--- config.mk ---
export PLATFORM = sky130hd
export DESIGN_NAME = tank_encoder2_r1_up
export DESIGN_NICKNAME = d
export VERILOG_FILES = /design/src/rtl/tank_encoder2_r1_up.sv
export SDC_FILE = /design/constraint.sdc
export NUM_CORES = 1
export LEC_CHECK = 0
export CAP_MARGIN = 20
export CORE_MARGIN = 3
export CORE_UTILIZATION = 52
export CTS_BUF_LIST = sky130_fd_sc_hd__clkbuf_4
export DETAILED_ROUTE_END_ITERATION = 16
export PLACE_DENSITY = 0.86
export REMOVE_ABC_BUFFERS = 1
export SLEW_MARGIN = 20
export SYNTH_ARGS = -nofsm -noshare
export SYNTH_HDL_FRONTEND = slang
export SYNTH_SLANG_ARGS = --single-unit
--- constraint.sdc ---
create_clock -name clk -period 3.4 [get_ports clk]
set_input_delay 0.51 -clock clk [delete_from_list [all_inputs] [get_ports clk]]
set_output_delay 0.51 -clock clk [all_outputs]
set_load 0.05 [all_outputs]
--- src/rtl/tank_encoder2_r1_up.sv ---
// r1 "up" tank encoder: arbitrates per-tank in/out requests and holds the dual-rail
// f7/f8 + t_in/t_out encoding for HOLD_MC minor cycles. Macro TANK_ENC_ROUND_ROBIN_EN selects round-robin arbitration.
module tank_encoder2_r1_up #(
    parameter int HOLD_MC = 1,
    parameter int CNT_W   = 4
) (
    input  logic clk,
    input  logic rst_n,
    input  logic minor_cycle_start,
    input  logic req_t0_in,
    input  logic req_t0_out,
    input  logic req_t1_in,
    input  logic req_t1_out,
    input  logic req_t2_in,
    input  logic req_t2_out,
    input  logic req_t3_in,
    input  logic req_t3_out,
    output logic r1_up_f7_pos,
    output logic r1_up_f7_neg,
    output logic r1_up_f8_pos,
    output logic r1_up_f8_neg,
    output logic r1_up_t_in,
    output logic r1_up_t_out,
    output logic busy,
    output logic ack,
    output logic err_multi
);

    typedef enum logic [1:0] {
        S_IDLE,
        S_ALIGN,
        S_DRIVE,
        S_ACK
    } state_t;

    localparam logic [CNT_W-1:0] HOLD_EFF = (HOLD_MC == 0) ? CNT_W'(1) : CNT_W'(HOLD_MC);

    state_t           state_q, state_d;
    logic [2:0]       grant_q, grant_d;
    logic [CNT_W-1:0] cnt_q, cnt_d;
    logic             err_multi_q, err_multi_d;
    logic [7:0]       req;
    logic [2:0]       pick;
    logic             multi;
    logic             drive;

    // Request index: bit 0 = direction (0 in, 1 out), bits 2:1 = tank number.
    assign req   = {req_t3_out, req_t3_in, req_t2_out, req_t2_in,
                    req_t1_out, req_t1_in, req_t0_out, req_t0_in};
    assign multi = |(req & (req - 8'd1));

`ifdef TANK_ENC_ROUND_ROBIN_EN
    logic [2:0] ptr_q, ptr_d;
    logic [2:0] idx;
    logic       found;

    always_comb begin
        pick  = ptr_q;
        found = 1'b0;
        idx   = ptr_q;
        for (int i = 0; i < 8; i++) begin
            idx = ptr_q + 3'(i);
            if (!found && req[idx]) begin
                pick  = idx;
                found = 1'b1;
            end
        end
    end

    always_comb begin
        ptr_d = ptr_q;
        if (state_q == S_ACK) ptr_d = grant_q + 3'd1;
    end

    always_ff @(posedge clk or negedge rst_n) begin
        if (!rst_n) ptr_q <= 3'd0;
        else        ptr_q <= ptr_d;
    end
`else
    always_comb begin
        pick = 3'd0;
        for (int i = 7; i >= 0; i--) begin
            if (req[i]) pick = 3'(i);
        end
    end
`endif

    always_comb begin
        state_d     = state_q;
        grant_d     = grant_q;
        cnt_d       = cnt_q;
        err_multi_d = 1'b0;
        case (state_q)
            S_IDLE: begin
                if (|req) begin
                    grant_d     = pick;
                    err_multi_d = multi;
                    state_d     = S_ALIGN;
                end
            end
            // The capture-cycle pulse is never seen here; alignment needs a later one.
            S_ALIGN: begin
                if (minor_cycle_start) begin
                    cnt_d   = HOLD_EFF;
                    state_d = S_DRIVE;
                end
            end
            S_DRIVE: begin
                if (minor_cycle_start) begin
                    cnt_d = cnt_q - CNT_W'(1);
                    if (cnt_q == CNT_W'(1)) state_d = S_ACK;
                end
            end
            S_ACK:   state_d = S_IDLE;
            default: state_d = S_IDLE;
        endcase
    end

    always_ff @(posedge clk or negedge rst_n) begin
        if (!rst_n) begin
            state_q     <= S_IDLE;
            grant_q     <= 3'd0;
            cnt_q       <= '0;
            err_multi_q <= 1'b0;
        end else begin
            state_q     <= state_d;
            grant_q     <= grant_d;
            cnt_q       <= cnt_d;
            err_multi_q <= err_multi_d;
        end
    end

    assign drive        = (state_q == S_DRIVE);
    assign r1_up_f7_pos = drive &  grant_q[1];
    assign r1_up_f7_neg = drive & ~grant_q[1];
    assign r1_up_f8_pos = drive &  grant_q[2];
    assign r1_up_f8_neg = drive & ~grant_q[2];
    assign r1_up_t_in   = drive & ~grant_q[0];
    assign r1_up_t_out  = drive &  grant_q[0];
    assign busy         = (state_q != S_IDLE);
    assign ack          = (state_q == S_ACK);
    assign err_multi    = err_multi_q;

endmodule

### Word level (Yosys, flattened, before mapping)

Index checks and enable logic that the tools add are counted.

* bitwise gates (word level): 10
* mux-type cells: 18
* equal/unequal tests: 8
* add/sub/neg operators: 2
* reduce and logical (&&, ||, !) cells: 8

Operators by type and width (count)
* 2-to-1 mux 3 bit: 8
* OR reduction 8 bit: 2
* bitwise AND 8 bit: 1
* 2-to-1 mux 2 bit: 4
* 2-to-1 mux 4 bit: 2
* one-hot mux 2 bit (4 select lines): 1
* one-hot mux 4 bit (2 select lines): 1
* subtractor 8 x 1 -> 8 bit (second input constant): 1
* bitwise AND 1 bit: 6
* inequality test 2 bit (second input constant): 3
* == test 2 bit (second input constant): 2
* == test 4 x 1 -> 1 bit (second input constant): 1
* AND reduction 4 bit: 1
* nonzero test 2 bit: 2
* subtractor 4 x 1 -> 4 bit (second input constant): 1
* inverter 1 bit: 3
* AND reduction 3 bit: 1
* == test 2 x 1 -> 1 bit (second input constant): 1
* logical NOT 2 bit: 1
* 2-to-1 mux 1 bit: 2
* inequality test 2 x 1 -> 1 bit (second input constant): 1
* AND reduction 2 bit: 1

* word-level logic and storage cells: 50
* bits in registers: 10

### Longest topological paths before layout

Gate-level depths: netlist (run 1).

* word-level depth: 8
* mapped depth: 6

### Worst setup path after synthesis (run 1)

No wires, ideal clock.

* path kind: register -> output
* from: register state_q[0]
* to: output r1_up_f7_neg
* required time: 2.890 ns
* cell stages (with the launch flop): 5
* data arrival time: 1.616 ns
* slack: 1.274 ns
* cell sequence: dfrtp_1 -> inv_1 -> ha_1 -> clkbuf_1 -> nor2b_1

* word-level cells in the longest chain between the ends: 2

Ends and longest elaborated chain
* start, declared: RTL line 38 `state_t state_q, state_d;`
* start signal, assigned: RTL line 126 `state_q <= state_d;`
* == test 2 bit: RTL line 133 `assign drive = (state_q == S_DRIVE);`
* bitwise AND 1 bit: RTL line 135 `assign r1_up_f7_neg = drive & ~grant_q[1];`
* end, declared: RTL line 19 `output logic r1_up_f7_neg,`

No other way between the ends.

### Worst setup path after layout (run 1)

Same ends and word-level chain as after synthesis.

==> results of run 1 <==
## synthesized netlist by cell type, drive strengths merged
master   count
dfrtp       10
inv          9
nand2        9
a21oi        6
ha           6
nor2         5
nor2b        5
nor3         5
o21ai        5
and2         3
nand3        3
a22o         2
mux2i        2
o311ai       2
a211oi       1
a31oi        1
clkbuf       1
mux2         1
nand2b       1
nand4bb      1
nor4         1
o211ai       1
o31ai        1
o41ai        1
## power by group
group          leakage, nW  internal (mW)  total, mW  switching, mW
logic                0.265          0.211      0.546          0.336
registers            0.124          0.177      0.225         0.0477
clock network       0.0154         0.0425     0.0883         0.0459
total                0.404          0.430      0.859          0.429
## metrics by stage
step / instances / hold WS [ps]
final: 118 / 517.6
after global placement: 114 / 496.7
after detailed placement: 114 / 508.5
after CTS: 118 / 524.7
after floorplan: 81 / 214.4
after global routing: 118 / 577.0
## cell type report
cell class | count | area share (%)
clock inverter | 1 | 0.3979
clock buffer | 3 | 2.387
tap | 14 | 1.857
multi-input combinational | 62 | 45.09
inverter | 9 | 3.581
timing repair buffer | 19 | 20.16
sequential | 10 | 26.53
## kinds of logic after synthesis
| family | share of synthesized area [%] |
|---|---|
| adder cells (fa/ha/maj) | 10.53 |
| buffers and inverters | 5.262 |
| AND/OR/NAND/NOR | 25.79 |
| flip-flops | 35.09 |
| multiplexers | 4.386 |
| AO/OA/AOI/OAI | 18.95 |
## routing by layer
metal,up-vias,share of wire (%)
li1,335,-
met5,-,0
met1,298,47
met3,0,5.1
met4,0,0
met2,16,48
## flip-flops by register name, indices dropped and copies added (netlist names)
name	count
cnt_q	4
err_multi	1
grant_q	3
state_q	2
## critical path, stage by stage (launching register included)
cell	delay, ps
dfrtp_1	400
inv_1	100
ha_1	350
nor2b_1	180
clkdlybuf4s50_1	810
## worst paths after layout
check / to / startpoint / slack (ps) / depth (start not counted)
max: r1_up_f7_neg / state_q[0] / 770 / 4
min: cnt_q[1] / cnt_q[1] / 520 / 2
max reg2reg: state_q[1] / state_q[0] / 1690 / 5
min reg2reg: cnt_q[1] / cnt_q[1] / 520 / 2
max in group asynchronous: cnt_q[1] / rst_n / 2510 / 1
min in group asynchronous: cnt_q[2] / rst_n / 560 / 1
==> results.md, run 1 <==
- Status: finished, final reports clean
- Violation count after the first detailed-route iteration: 14
- Crit-path max FO: 12
- Placeable Area: 1201 sq um
- Post-Route Utilization: just under 80%
- CTS clock-pin slew for the worst setup and hold paths: around 70 ps
- Overflow after GRT: 0
- DIE WIDTH: 43.04 um
- Achievable Freq: roughly 380 MHz
- Commonest non-fill, non-tap cell in the layout: clkdlybuf4s50_1
- Max Cap Viol: 0
- M2 GR Usage: between 20% and 30%
- Met3 Use GR: 5.508%
- Mapped Cells: 82
- Number of buffers added on ports: 19
- Post-cts sizing count: 0
- Largest net degree at the start of global routing: 13
- Fin crit share: roughly 77%
- Worst-Skew Late Latency: 270 ps
- Final hold viol count: 0
- Startpoint Class: register
- CTS hold repair buffers: 0
- Area of the multi-input gates: 425.4 sq um
- Placed Instance Area: 917.1 sq um
- Seq cells post-synth: 10
- Root Driver: clkbuf_4
- Class of the tightest hold or removal check: reg -> reg
- Layout cells sized above 1: 5.769%
- Post-synth top area share: about a third
- TNS Setup: 0 ps
- Filler cells: 89
- CTS buffer count: 3
- Busiest grt layer: met2
- DRC viols: 0
- Num Clock Sinks: 10
- HPWL after DPL: 1176 um
- Fin crit period: 2629 ps
- Worst setup path class: reg -> out
- GR Util met1: a little over a fifth
- Number of global-route vias before repair: 559
- Final instance area: 943.4 sq um
- Final Power: around 0.86 mW
- Die Height: roughly 43 um
- Final slew viol count: 0
- Starting Density: 59.38%
- Antenna-violating nets left: 0
- Initial antenna violation count: 0
- WP data required: 2890 ps
- Nets: between 100 and 150
- Yosys top cell by area: dfrtp_1
- Final RePlAce weighted congestion: 0.8354
- CTS tree: yes
- LEAKAGE: around 0.40 nW
- Via count: 649
- Pwr Density: around 910 nW/um^2
- Actual slew at the worst max-slew pin: 501.4 ps
- Commonest cells after routing, fill and taps aside: 19 x clkdlybuf4s50_1, 10 x dfrtp_1, 9 x inv_1
- RSZ-0062 raised after global routing: false
- Peak VDD IR: 0.6342 mV
- Setup ws final: 771.0 ps
- Clk_skew: 1.145 ps
- Syn_area_per_cell: 8.697 sq um
- H-tree depth: 1
- Total Wirelength: 1494 um
- Yosys cell types: 27
- Placement Setup Slack: 1049 ps
- Warnings, synthesis: 0
- DIE AREA: 1852 sq um
- Relative slew slack: between 60 and 70%
- FF+latch area: 250.2 sq um
- GR Util All Layers: between 10% and 20%
- Clk buf depth: 2
- # diodes: 0
- Pre-antenna DRT Iters: 4
- Critical path capture point type: primary output
- Setup Viol. Count Final: 0
- Drt wl/cell: around 13 um
- Mapped cell area: approximately 710 sq um
- Io pins: 20
- Vias per inst: 5.500
- Sequential area share after synthesis: 35.09%
- Top cells by area, synth: dfrtp_1 35%, ha_1 11%, inv_1 4.7%, nor2b_1 4.4%, a21oi_1 4.2%
- Synthesis-to-layout area growth: 32.28%
- Setup Buffers After CTS: 0
- First-pass GRT wire length: approximately 2400 um
- Worst EP arrival: roughly 2100 ps
- FP Rows: 12
Power figures use the tool's default switching activity.
==> run 2: changes to the inputs <==
--- a/config.mk
+++ b/config.mk
@@ -7,10 +7,10 @@
 export LEC_CHECK = 0
 export CAP_MARGIN = 20
 export CORE_MARGIN = 3
-export CORE_UTILIZATION = 52
+export CORE_UTILIZATION = 44
 export CTS_BUF_LIST = sky130_fd_sc_hd__clkbuf_4
 export DETAILED_ROUTE_END_ITERATION = 16
-export PLACE_DENSITY = 0.86
+export PLACE_DENSITY = 0.77
 export REMOVE_ABC_BUFFERS = 1
 export SLEW_MARGIN = 20
 export SYNTH_ARGS = -nofsm -noshare
==> constraint.sdc (replaced) <==
create_clock -name clk -period 2.35 [get_ports clk]
set_input_delay 0.3525 -clock clk [delete_from_list [all_inputs] [get_ports clk]]
set_output_delay 0.3525 -clock clk [all_outputs]
set_load 0.05 [all_outputs]
==> results.md, run 2 (synthesized netlist as in run 1, its figures left out) <==
- Relative slew slack: 66.70% (was 66.47%)
- Antenna-violating nets left: 0 (unchanged)
- RSZ-0062 raised after global routing: false (unchanged)
- Initial antenna violation count: 0 (unchanged)
- CTS hold repair buffers: 0 (unchanged)
- Area of the multi-input gates: 425.4 sq um (unchanged)
- Final RePlAce weighted congestion: 0.7299 (was 0.8354)
- Status: finished, final reports clean (unchanged)
- CTS tree: yes (unchanged)
- Total Wirelength: 1447 um (was 1494 um)
- Die Height: 46.26 um (was 43.04 um)
- Vias per inst: 5.336 (was 5.500)
- WP data required: 2000 ps (was 2890 ps)
- Overflow after GRT: 0 (unchanged)
- Number of global-route vias before repair: 521 (was 559)
- DIE AREA: 2140 sq um (was 1852 sq um)
- Largest net degree at the start of global routing: 13 (unchanged)
- Pre-antenna DRT Iters: 4 (unchanged)
- Worst-Skew Late Latency: 260 ps (was 270 ps)
- # diodes: 0 (unchanged)
- TNS Setup: 0 ps (unchanged)
- Post-cts sizing count: 0 (unchanged)
- Starting Density: 50.40% (was 59.38%)
- Filler cells: 130 (was 89)
- CTS buffer count: 3 (unchanged)
- Setup Viol. Count Final: 0 (unchanged)
- Worst setup path class: reg -> out (unchanged)
- Class of the tightest hold or removal check: in -> async (was reg -> reg)
- Actual slew at the worst max-slew pin: 498.0 ps (was 501.4 ps)
- Pwr Density: 1307 nW/um^2 (was 911.0 nW/um^2)
- FP Rows: 13 (was 12)
- Num Clock Sinks: 10 (unchanged)
- Clk_skew: 7.027 ps (was 1.145 ps)
- Startpoint Class: register (unchanged)
- GR Util All Layers: 14.92% (was 17.10%)
- Commonest non-fill, non-tap cell in the layout: clkdlybuf4s50_1 (unchanged)
- First-pass GRT wire length: 2256 um (was 2387 um)
- Crit-path max FO: 4 (was 12)
- Worst reg-to-reg setup slack: 620 ps (was 1690 ps)
- DRC viols: 0 (unchanged)
- H-tree depth: 1 (unchanged)
- Biggest register: cnt_q (unchanged)
- Hold slack: 406.9 ps (was 517.6 ps)
- Achievable Freq: 504.9 MHz
- Peak VDD IR: 0.8222 mV (was 0.6342 mV)
- Max Cap Viol: 0 (unchanged)
- Placeable Area: 1415 sq um (was 1201 sq um)
- Fin crit share: between 80 and 90%
- Via count: 635 (was 649)
- Io pins: 20 (unchanged)
- Synthesis-to-layout area growth: 30.00% (was 32.28%)
- Non-Filler Instances: 119 (was 118)
- FF+latch area: 250.2 sq um (unchanged)
- Reg-to-reg endpoint: state_q[1] (unchanged)
- Final slew viol count: 0 (unchanged)
- LEAKAGE: 0.4148 nW (was 0.4040 nW)
- Max FFs per register: 4 (unchanged)
- Worst r2r src: state_q[0] (unchanged)
- CTS clock-pin slew for the worst setup and hold paths: 70 ps (about the same)
- Regs by FF count: cnt_q: 4 flops, grant_q: 3 flops, state_q: 2 flops (unchanged)
- DIE WIDTH: 46.26 um (was 43.04 um)
- Setup Buffers After CTS: 0 (unchanged)
- Number of buffers added on ports: 19 (unchanged)
- Commonest cells after routing, fill and taps aside: 12 x clkdlybuf4s50_1, 10 x dfrtp_1, 9 x inv_1 (was 19 x clkdlybuf4s50_1, 10 x dfrtp_1, 9 x inv_1)
- Worst EP arrival: 1630 ps (was 2120 ps)
- Violation count after the first detailed-route iteration: 6 (was 14)
- Post-Route Utilization: 65.52% (was 78.54%)
- Final instance area: 927.1 sq um (was 943.4 sq um)
- Final hold viol count: 0 (unchanged)
- HPWL after DPL: 1180 um (was 1176 um)
- Fin crit period: 1980 ps
- Root Driver: clkbuf_4 (unchanged)
- Clk buf depth: 2 (unchanged)
- Nets: 122 (unchanged)
- Drt wl/cell: 12.16 um (was 12.66 um)
- Worst reg2reg path depth: 5 (unchanged)
- Layout cells sized above 1: 12.50% (was 5.769%)
- Critical path capture point type: primary output (unchanged)
- Placed Instance Area: 900.9 sq um (was 917.1 sq um)
- Dpl cells: 115 (was 114)
## run 2: critical path, cell delays in order (launching register included)
cell and delay (ps):
dfrtp_1 400, ha_1 170, clkdlybuf4s50_1 800
## run 2: how the worst max path moves through the flow
stage,startpoint,endpoint,slack (ps),cells past startpoint
after detailed placement,req_t1_in,state_q[1],230,5
after global placement,req_t1_in,state_q[1],270,5
after CTS,state_q[1],ack,350,2
final,state_q[1],ack,370,2
after global routing,state_q[1],ack,280,2
after floorplan,state_q[0],r1_up_f7_neg,490,3
## run 2: layer usage
| layer | global-route usage [%] | vias to the layer above | share of wire, % |
|---|---|---|---|
| met5 | 0 | - | 0 |
| met1 | 19.19 | 280 | 48 |
| met2 | 22.53 | 20 | 46 |
| li1 | - | 333 | - |
| met3 | 5.859 | 2 | 5.9 |
| met4 | 5.114 | 0 | 0.62 |
## run 2: stage by stage
step	setup slack (ps)	power, mW
2_1_floorplan	485.6	0.8849
3_3_place_gp	271.2	1.087
3_5_place_dp	229.6	1.101
4_1_cts	349.7	1.229
5_1_grt	279.1	1.315
6_report	369.6	1.211
## run 2: layout make-up
class | count | share of cell area (%)
Timing Repair Buffer | 19 | 18.62
Tap cell | 15 | 2.024
Multi-Input combinational cell | 62 | 45.88
Sequential cell | 10 | 26.99
Clock buffer | 3 | 2.429
Clock inverter | 1 | 0.4049
Inverter | 9 | 3.644
## run 2: power by group
| group | switching (mW) | internal (mW) | total, mW |
|---|---|---|---|
| Combinational | 0.482 | 0.286 | 0.769 |
| Sequential | 0.0674 | 0.257 | 0.324 |
| Clock | 0.0575 | 0.0612 | 0.119 |
==> RTL change (config.mk and constraints of run 2) <==
Set the parameter `CNT_W` to 6 (it was 4).
--- a/src/rtl/tank_encoder2_r1_up.sv
+++ b/src/rtl/tank_encoder2_r1_up.sv
@@ -2,7 +2,7 @@
 // f7/f8 + t_in/t_out encoding for HOLD_MC minor cycles. Macro TANK_ENC_ROUND_ROBIN_EN selects round-robin arbitration.
 module tank_encoder2_r1_up #(
     parameter int HOLD_MC = 1,
-    parameter int CNT_W   = 4
+    parameter int CNT_W   = 6
 ) (
     input  logic clk,
     input  logic rst_n,
Function: no difference found for any inputs over 10 cycles, from zero or initial values and one cycle with rst_n low; that may be too few to reach the edited logic, so the function may still have changed.
==> RTL change against run 2 <==
- count of clock-buffer cells in the layout did not move
- highest routed layer unchanged
- sequential cell count rose by 2
- critical path type unchanged
- routed wire length increased by 20%
- die area rose by 12%
- largest cell class unchanged
- synthesized area grew 13%
- worst setup slack worse by 0.046 ns
- design area grew 14%
- sequential power grew 21%
- total power grew 17%
==> RTL change: results (changes against run 2) <==
Place
  • DP HPWL: 1310 um (+11%)
  • Gp weighted congestion: 0.816 (+12%)

Run status
  • Outcome: complete, no violations

Power
  • Leakage power total: 0.485 nW (+17%)
  • VDD IR max: 788 uV (-4.2%)

Floorplanning
  • Core Area: 1610 sq um (+14%)

Synthesis
  • Main synth FF type: dfrtp_1
  • Compound-Gate Fraction of Synth Area: 0.215 (+0.0257)
  • Fraction of registers with async set/reset: 1.00 (unchanged)
  • Sequential share of the synthesized area: 0.372 (+0.0206)
  • Mux share of post-synthesis cell area: 0.0588 (+0.0150)
  • Most common library cells after synthesis: dfrtp_1 (12), nor2_1 (10), nand2_1 (8), ha_1 (6), inv_1 (6)
  • Largest cells by area after synthesis: dfrtp_1 (37%), ha_1 (9.3%), nor2_1 (4.6%), a22o_1 (4.3%), nor2b_1 (3.9%)
  • Synth Area in XOR/XNOR: 0 (unchanged)
  • Unique masters post-synth: 32 (+19%)
  • Yosys warning total: 0 (unchanged)
  • Post-Synth Adder-Cell Area: 0.0929 (-0.0124)

Global routing
  • Tot GR Track Use: 0.162 (+0.0126)
  • First-pass GRT wire length: 3130 um (+39%)
  • Vias in the first global route: 688 (+32%)
  • Largest net degree at the start of global routing: 16 (+3)

Layout
  • Regs by FF count: cnt_q: 6 flops, grant_q: 3 flops, state_q: 2 flops
  • Fillers: 134 (+3.1%)
  • Layout cells sized above 1: 0.168 (+0.0431)
  • Fin nets: 132 (+8.2%)
  • ANT cells: 0 (unchanged)

CTS
  • Clk_lat worst skew: 0.28 ns (+0.02 ns)
  • Clock buffer depth: 2 (unchanged)
  • H-tree levels: 1 (unchanged)
  • Post-CTS setup buffers: 0 (unchanged)

Route
  • Post-Route WL: 1740 um (+20%)
  • DR pass1 iterations: 4 (unchanged)
  • Total number of vias: 737 (+16%)
  • Iteration-0 DRC Markers: 23 (+17)

Worst setup path
  • Worst Path Arrival: 1.67 ns (+0.04 ns)
  • Worst path top cell family by delay: buffers and inverters
  • Worst-path fanout max: 4 (unchanged)
  • R2R Setup Slk: 0.52 ns (-0.10 ns)
  • Critical R2R Launch: state_q[0]
  • CP max stage delay: 0.79 ns
  • Slowest cell on crit path: clkdlybuf4s50_1

Timing
  • Worst Skew: 0.00853 ns (+0.00151 ns)
  • Slew headroom: 0.617 (-0.0496)
  • WHS: 0.437 ns (+0.0299 ns)

Min path
  • Hold WC Path Type: in -> async
## RTL change: changes by cell type after synthesis, sizes merged, moves of 3 or more
cell     before  now
a2111oi       0    3
a21oi         6    3
inv           9    6
nand3         3    0
nor2          5   10
nor3          5    2
## RTL change: power by group
part	total (W)	switching [W]	internal, W
sequential	0.000392	0.0000892	0.000303
combinational	0.000898	0.000526	0.000372
clock	0.000132	0.0000726	0.0000593
## RTL change: per-stage QoR
stage	power (W)	util	setup WS (ns)	cells	instance area, sq um
4_1_cts	0.00143	0.655	0.326	137	1050
5_1_grt	0.00154	0.655	0.241	137	1050
3_3_place_gp	0.00127	0.641	0.178	134	1030
2_1_floorplan	0.00103	-	0.424	87	800
6_report	0.00142	0.655	0.324	137	1050
3_5_place_dp	0.00130	0.641	0.0964	134	1030
## RTL change: layout make-up
type,count,area [sq um],area share
inverter,6,22.5,0.0214
tap,24,30.0,0.0285
multi-input combinational,69,477,0.452
clock buffer,3,22.5,0.0214
timing repair buffer,23,203,0.192
sequential,12,300,0.285
## RTL change: path summary, 6_finish.rpt
check | endpoint | cells past startpoint
setup / recovery | ack | 2
hold / removal | err_multi | 1
setup reg to reg | cnt_q[5] | 6
hold reg to reg | grant_q[0] | 2
max in group asynchronous | state_q[0] | 1
min in group clk | grant_q[0] | 2
## RTL change: layer usage
layer / routed length [um] / track usage / up-vias / share of wire
met4: 23 / 0.0379 / 0 / 0.013
met3: 78 / 0.0336 / 4 / 0.045
met5: 0 / 0 / - / 0
met1: 904 / 0.229 / 342 / 0.52
li1: - / - / 370 / -
met2: 732 / 0.251 / 21 / 0.42
## RTL change: cell families (layout without fill, tap and decap cells)
kind of cell    count (synthesis)  count (layout)
compound gates                 24              24
fa+ha+maj                       6               6
buf+inv                         8              32
flops                          12              12
mux                             4               4
simple gates                   35              35
